`config.mk`:
```
export PLATFORM = sky130hd
export DESIGN_NAME = bomb_arm_ctrl
export DESIGN_NICKNAME = d
export VERILOG_FILES = /design/src/rtl/bomb_pkg.sv /design/src/rtl/edge_pulse.sv /design/src/rtl/bomb_arm_ctrl.sv
export SDC_FILE = /design/constraint.sdc
export NUM_CORES = 1
export LEC_CHECK = 0
export CORE_MARGIN = 3
export CORE_UTILIZATION = 42
export CTS_BUF_LIST = sky130_fd_sc_hd__clkbuf_2 sky130_fd_sc_hd__clkbuf_4 sky130_fd_sc_hd__clkbuf_8
export CTS_CLUSTER_SIZE = 25
export DETAILED_ROUTE_END_ITERATION = 10
export PLACE_DENSITY_LB_ADDON = 0.3
export SYNTH_ARGS = -nofsm -noshare
export SYNTH_HDL_FRONTEND = slang
export SYNTH_HIERARCHICAL = 1
export SYNTH_SLANG_ARGS = --single-unit
```
`constraint.sdc`:
```
create_clock -name Clock -period 1.8 [get_ports Clock]
set_input_delay 0.18 -clock Clock [delete_from_list [all_inputs] [get_ports Clock]]
set_output_delay 0.18 -clock Clock [all_outputs]
set_load 0.005 [all_outputs]
```
`src/rtl/bomb_pkg.sv`:
```
// Shared types and constants for the bomb arming controller.
package bomb_pkg;

    localparam int CODE_W  = 4;
    localparam int TIMER_W = 4;
    localparam int TRIES_W = 2;

    localparam logic [CODE_W-1:0] DEFAULT_SECRET_CODE = 4'b1010;

    typedef enum logic [2:0] {
        ST_IDLE      = 3'd0,
        ST_ARMING    = 3'd1,
        ST_COUNTING  = 3'd2,
        ST_DEFUSED   = 3'd3,
        ST_EXPLODED  = 3'd4
    } state_t;

    function automatic logic [TRIES_W-1:0] sat_dec(input logic [TRIES_W-1:0] v);
        return (v == '0) ? '0 : v - 1'b1;
    endfunction

endpackage

```
`src/rtl/edge_pulse.sv`:
```
// Rising-edge detector: one-cycle pulse when sig_i is high and was low last cycle.
module edge_pulse (
    input  logic clk_i,
    input  logic rst_i,
    input  logic sig_i,
    output logic pulse_o
);

    logic prev_q;

    // History is forced high in reset so a button held through reset never pulses.
    always_ff @(posedge clk_i) begin
        if (rst_i) begin
            prev_q <= 1'b1;
        end else begin
            prev_q <= sig_i;
        end
    end

    assign pulse_o = sig_i & ~prev_q;

endmodule

```
`src/rtl/bomb_arm_ctrl.sv`:
```
// Arming/defuse sequencer driving an external countdown timer.
// Optional macro LOCKOUT_EN: running out of attempts explodes the bomb.
//
// state       | meaning
// ------------+-------------------------------------------------
// ST_IDLE     | waiting for arm, timer held
// ST_ARMING   | one-cycle timer reload, attempts refilled
// ST_COUNTING | timer running, codes accepted
// ST_DEFUSED  | correct code entered, remaining time frozen
// ST_EXPLODED | timer expired (or locked out); only Reset leaves
module bomb_arm_ctrl
    import bomb_pkg::*;
#(
    parameter logic [CODE_W-1:0]  SECRET_CODE = DEFAULT_SECRET_CODE,
    parameter logic [TRIES_W-1:0] MAX_TRIES   = 2'd3,
    parameter logic [TIMER_W-1:0] WARN_LEVEL  = 4'd4
) (
    input  logic               Clock,
    input  logic               Reset,
    input  logic               arm_btn,
    input  logic [CODE_W-1:0]  code_in,
    input  logic               code_enter,
    input  logic [TIMER_W-1:0] Counter_Out,
    input  logic               blow_up,
    output logic               start,
    output logic               stop,
    output logic               timer_reset,
    output logic               defused,
    output logic               exploded,
    output logic               warn,
    output logic [TRIES_W-1:0] tries_left,
    output logic [TIMER_W-1:0] remaining
);

    state_t               state_q, state_d;
    logic [TRIES_W-1:0]   tries_q, tries_d;
    logic [TIMER_W-1:0]   remaining_q, remaining_d;
    logic                 arm_pulse, enter_pulse;

    edge_pulse u_arm_edge (
        .clk_i   (Clock),
        .rst_i   (Reset),
        .sig_i   (arm_btn),
        .pulse_o (arm_pulse)
    );

    edge_pulse u_enter_edge (
        .clk_i   (Clock),
        .rst_i   (Reset),
        .sig_i   (code_enter),
        .pulse_o (enter_pulse)
    );

    always_ff @(posedge Clock) begin
        if (Reset) begin
            state_q     <= ST_IDLE;
            tries_q     <= MAX_TRIES;
            remaining_q <= '0;
        end else begin
            state_q     <= state_d;
            tries_q     <= tries_d;
            remaining_q <= remaining_d;
        end
    end

    always_comb begin
        state_d     = state_q;
        tries_d     = tries_q;
        remaining_d = remaining_q;

        unique case (state_q)
            ST_IDLE, ST_DEFUSED: begin
                if (arm_pulse && !blow_up) begin
                    state_d = ST_ARMING;
                    tries_d = MAX_TRIES;
                end
            end
            ST_ARMING: begin
                state_d = ST_COUNTING;
            end
            ST_COUNTING: begin
                // Expiry wins over a same-cycle code entry.
                if (blow_up) begin
                    state_d = ST_EXPLODED;
                end else if (enter_pulse) begin
                    if (code_in == SECRET_CODE) begin
                        state_d     = ST_DEFUSED;
                        remaining_d = Counter_Out;
                    end else begin
                        tries_d = sat_dec(tries_q);
`ifdef LOCKOUT_EN
                        if (tries_q <= 2'd1) begin
                            state_d = ST_EXPLODED;
                        end
`endif
                    end
                end
            end
            ST_EXPLODED: begin
                state_d = ST_EXPLODED;
            end
            default: begin
                state_d = ST_IDLE;
            end
        endcase
    end

    assign start       = (state_q == ST_COUNTING);
    assign stop        = (state_q != ST_COUNTING);
    assign timer_reset = (state_q == ST_ARMING);
    assign defused     = (state_q == ST_DEFUSED);
    assign exploded    = (state_q == ST_EXPLODED);
    assign warn        = (state_q == ST_COUNTING) && (Counter_Out <= WARN_LEVEL);
    assign tries_left  = tries_q;
    assign remaining   = remaining_q;

endmodule
```
* After elaboration in Yosys (flattened, before gate mapping) *
Index checks and enable logic that the tools add are counted.

storage, ports and cells
  register bits after elaboration = 11
  bits of input ports = 13
  output and inout bits = 12
  word-level logic and storage cells = 45

cells by class
  $add $sub $neg = 1
  order comparisons = 1
  eq/ne operators = 12
  mux-type cells = 11
  bitwise logic cells = 5
  reductions and logical operators = 10

operators by type and width
  operator                                                                 number
  3-bit 2-to-1 mux                                                         4
  3-bit case mux with 4 select lines                                       1
  2-bit 2-to-1 mux                                                         5
  3-bit by 2-bit inequality test with 1-bit output, second input constant  3
  3-bit by 2-bit == test with 1-bit output, second input constant          2
  2-bit inequality test, second input constant                             3
  5-bit AND reduction                                                      1
  4-bit == test, second input constant                                     1
  4-bit by 3-bit <= comparator with 1-bit output, second input constant    1
  2-bit case mux with 2 select lines                                       1
  4-bit AND reduction                                                      1
  3-bit by 1-bit == test with 1-bit output, second input constant          1
  3-bit == test, second input constant                                     1
  3-bit logical NOT                                                        1
  1-bit NOT                                                                3
  3-bit AND reduction                                                      1
  1-bit AND                                                                2
  1-bit logical AND                                                        2
  2-bit logical NOT                                                        1
  2-bit by 1-bit inequality test with 1-bit output, second input constant  1
  2-bit nonzero test                                                       1
  2-bit OR reduction                                                       1
  2-bit by 1-bit subtractor with 2-bit output, second input constant       1
  1-bit logical NOT                                                        1

* Longest topological paths before layout *
  word-level depth = 6
  mapped depth = 6
  mapped depth without buffers = 4

* Cells and area by module *
The synthesis kept the hierarchy.

modules (own cells, without submodules)
  module         instances  cells an instance  area each (sq um)
  bomb_arm_ctrl  1          59                 521.8
  edge_pulse     2          3                  32.5

* Least setup slack after synthesis *
OpenSTA, ideal clock, no wires.

  path type = register to register
  start = register state_q[0]
  end = register tries_q[1], in the netlist tries_left[1]
  setup time = 122 ps
  data arrival time = 1274 ps
  required time = 1678 ps
  slack = 405 ps
  stages on the path, launching flop included = 6
  path buffers = 2
  period minus slack after synthesis = 1395 ps
  cells stage by stage = dfxtp_1 > buf_4 > or3b_1 > buf_6 > o41ai_2 > nand2_1

on the way
  longest elaborated chain between the ends = 4

ends and longest elaborated chain
  item                                                                                  line                 source
  from (decl)                                                                           bomb_arm_ctrl.sv:35  state_t state_q, state_d;
  from (signal assigned)                                                                bomb_arm_ctrl.sv:60  state_q <= state_d;
  3-bit by 2-bit == test with 1-bit output / 3-bit logical NOT (equally long branches)  bomb_arm_ctrl.sv:71  unique case (state_q)
  2-bit OR reduction                                                                    bomb_arm_ctrl.sv:71
  2-bit inequality test (no line) / 2-bit nonzero test (equally long branches)          -
  5-bit AND reduction (no line)                                                         -
  to (signal assigned)                                                                  bomb_arm_ctrl.sv:61  tries_q <= tries_d;
  to (decl)                                                                             bomb_arm_ctrl.sv:36  logic [TRIES_W-1:0] tries_q, tries_d;

Several ways; a longest one is shown, not always the timed one.
A chain may end at the register's enable or synchronous reset.

* Final worst setup path *
  start = register state_q[2]
  end = output exploded

on the way
  longest elaborated chain between the ends = 1

ends and longest elaborated chain
  item           line                  source
  3-bit == test  bomb_arm_ctrl.sv:112  assign exploded = (state_q == ST_EXPLODED);
  to (decl)      bomb_arm_ctrl.sv:29   output logic exploded,

Every way passes these cells.

==> results.md <==
Worst setup path:
- For the worst setup path, the data required time is 1.62 ns.
- The element type at the critical path end is a primary output.
- The sum of buffers and inverters on the critical path is 2.
- Along the worst path, the maximum fanout reaches 6.
- The cell class contributing the biggest share of worst-path delay is buffers and inverters.
- The worst path arrival time is 1.50 ns.
- For this run, the slowest stage of the critical path takes 0.53 ns.
- The cell at the slowest stage of the critical path is clkdlybuf4s50_1.
- Walking the worst path, the cells encountered are buf_4, nor3b_2, clkdlybuf4s50_1.
- The kind of launch point of the worst setup path is a register.
- The critical path is of the reg -> out type.

Synthesis:
- The number of nets produced by synthesis is 78.
- Yosys printed 6 warnings.
- The area fraction of the dominant cell type after synthesis is 0.375.
- Synthesis inferred 11 register bits.
- The post-synthesis cell type with the largest combined area is dfxtp_1.
- Of the synthesized area, sequential elements account for 0.375.
- Synthesis produced 65 cells.
- A synthesized cell averages 9.03 µm².
- The summed instance area of the synthesized netlist is 587 µm².
- The number of different library cells used by synthesis comes to 30.
- By area the synthesized netlist is led by dfxtp_1, nor2b_1, o31ai_1.

Run:
- Across the run, the number of max-cap violations was 0.

Global routing:
- After global routing the overflow that remains totals 0.
- The largest net degree at the start of global routing is 12.
- The via count of the first global-routing pass is 608.
- The number of antenna violations at the first check in global routing is 0.
- The first global-routing pass estimated 2700 µm of wire.
- The combined global-route utilization of all metal layers is 0.197.

Pwr:
- The ratio of total power to cell area is 565 mW/mm².
- IR analysis of the VDD net gives a maximum drop of 0.000400 V.
- The static leakage power is 0.000367 µW.

STA:
- The number of failing hold endpoints at the final stage is 0.
- For the pin with the worst max-slew slack, the measured transition is 0.445 ns.
- Static timing analysis puts the maximum clock frequency at 594 MHz.
- On the final layout, the worst clock skew is 0.00345 ns.
- The final setup TNS is 0 ns.
- The worst slew margin relative to its limit is 0.702.
- The final max-slew violation count is 0.
- The portion of the clock cycle consumed by the worst path in the final layout is 0.935.
- Setup violations remaining at the end of the flow were counted as 0.
- Setup repair after global routing left no endpoint under its margin.
- The clock period could shrink to 1.68 ns.

CTS:
- The sink count of the clock tree is 11.
- CTS built an H-tree with a depth of 1.
- The clock latency of the later-clocked register in the worst-skew pair is 0.27 ns.
- The clock-pin slew on the worst setup and hold paths is 0.07 ns.
- The total clock buffers created by CTS is 3.
- The TritonCTS clock tree is yes.
- The clock root buffer master is clkbuf_4.
- Hold repair after CTS inserted 0 buffers.
- The clock passes through at most 2 buffers.

Die:
- After floorplanning, the core was sized to cover 0.00120 mm².
- The die covers 0.00188 mm².
- The number of placed I/O pins is 25.
- The die width is 43.4 µm.
- Row generation in the floorplan step produced 12 rows.
- The initial core utilization is 0.489.
- The die height is 43.4 µm.

Final layout:
- The total inserted antenna cells is 0.
- At the end of the flow, the number of nets in the layout was 109.
- Leaving out fill and tap cells, the most frequent cell in the layout is clkdlybuf4s50_1.
- Of the cells placed in the final design, the portion with a size suffix greater than 1 is 0.168.
- The area growth from synthesis to final layout is 54.4%.
- The number of inserted filler cells in the final layout is 110.
- The number of standard cells in the layout, taps in and fillers out is 109.
- In the layout the commonest cells are clkdlybuf4s50_1, dfxtp_1, nor2b_1, a21oi_1, buf_4.

Place:
- The number of placed instances, taps included, is 104.
- The final estimated routing congestion in global placement is 0.841.
- The number of port buffers is 24.
- The wire-length estimate of the detail-placed layout is 1160 µm.

Detailed routing:
- The wire length after detailed routing is 1710 µm.
- Across all layers, the routed design uses 620 vias.
- The routed wire length per instance is 15.7 µm.
- The first-iteration detailed-routing DRC count is 26.
- The count of nets left with antenna violations once routing finished came out at 0.
- The number of remaining DRC errors is 0.
- The first-pass detailed-route iteration total is 4.
- After detailed routing, the number of vias per cell comes to 5.69.

Min path:
- The min-delay analysis places its worst path in the category reg -> reg.

Run status:
- The flow ran to the end, and the final reports show no timing, DRC or antenna violations.
## registers in the layout, summed over array words and instances, names as in the netlist
signal / cells
u_arm_edge/prev_q: 1
tries_left: 2
u_enter_edge/prev_q: 1
state_q: 3
remaining: 4
## area by class of cell
cell class / instances / area, µm² / area share
multi-input cells: 47 / 332 / 0.366
repair buffers: 30 / 293 / 0.323
flip-flops and latches: 11 / 221 / 0.244
clock buffers: 4 / 30.0 / 0.0331
well taps: 14 / 17.5 / 0.0193
inverters: 3 / 12.5 / 0.0138
## report_power, final
group | internal (µW) | switching [µW]
sequential | 247 | 1.42
combinational | 42.2 | 31.1
clock | 101 | 89.1
## layer usage
| metal | global-route usage | vias to the layer above | routed length [µm] |
|---|---|---|---|
| met4 | 0.108 | 0 | 23 |
| met3 | 0.0373 | 4 | 120 |
| met5 | 0 | - | 0 |
| met1 | 0.226 | 287 | 707 |
| li1 | - | 304 | - |
| met2 | 0.339 | 25 | 858 |
## cell usage after synthesis, drive strengths merged
cell type and n:
a2111oi 1, a21o 1, a21oi 5, a22oi 1
a31oi 2, a32o 1, and3 1, and4bb 1
buf 4, clkinv 1, dfxtp 11, inv 2
mux2i 1, nand2 3, nand2b 2, nand4 4
nand4bb 1, nor2 3, nor2b 5, nor3 1
nor3b 3, nor4 1, o21ai 1, o31ai 4
o41ai 1, or2 2, or3b 1, xnor2 1
## final timing paths
check / start / cells past startpoint / to / slack [ns]
hold reg to reg: remaining[0]$_SDFFE_PP0P_ / 2 / remaining[0]$_SDFFE_PP0P_ / 0.47
setup / recovery: state_q[2]$_SDFFE_PP0P_ / 3 / exploded / 0.12
hold / removal: remaining[0]$_SDFFE_PP0P_ / 2 / remaining[0]$_SDFFE_PP0P_ / 0.47
setup reg to reg: state_q[2]$_SDFFE_PP0P_ / 4 / tries_left[1]$_SDFFE_PP1P_ / 0.42
## logic make-up after synthesis
group                     count (synthesis)  synth area share
AOI/OAI and AO/OA                        17             0.220
xor gates and xnor gates                  1            0.0149
buffers and inverters                     7            0.0725
DFF                                      11             0.375
muxes                                     1            0.0171
and+or+nand+nor                          28             0.301
## tightest hold or removal path: stages (launching register included)
cell and delay, ns:
dfxtp_1 0.31, o31ai_1 0.06, a21oi_1 0.06
## stage by stage
stage	area (µm²)	hold WS, ns	total power [µW]	util	setup slack [ns]
2_1_floorplan	587	0.277	283	-	0.405
3_3_place_gp	852	0.458	322	0.709	0.195
3_5_place_dp	852	0.463	324	0.709	0.168
4_1_cts	895	0.472	513	0.745	0.00151
5_1_grt	906	0.484	536	0.754	0.0600
6_report	906	0.471	512	0.754	0.118
## repair_timing
action | in CTS | in global routing
gates resized for setup | 3 | 4
buffers inserted | 1 | 0
setup endpoints to repair | 3 | 3
pin swaps | 0 | 0
Note: power is estimated with default switching activity, not from simulation.
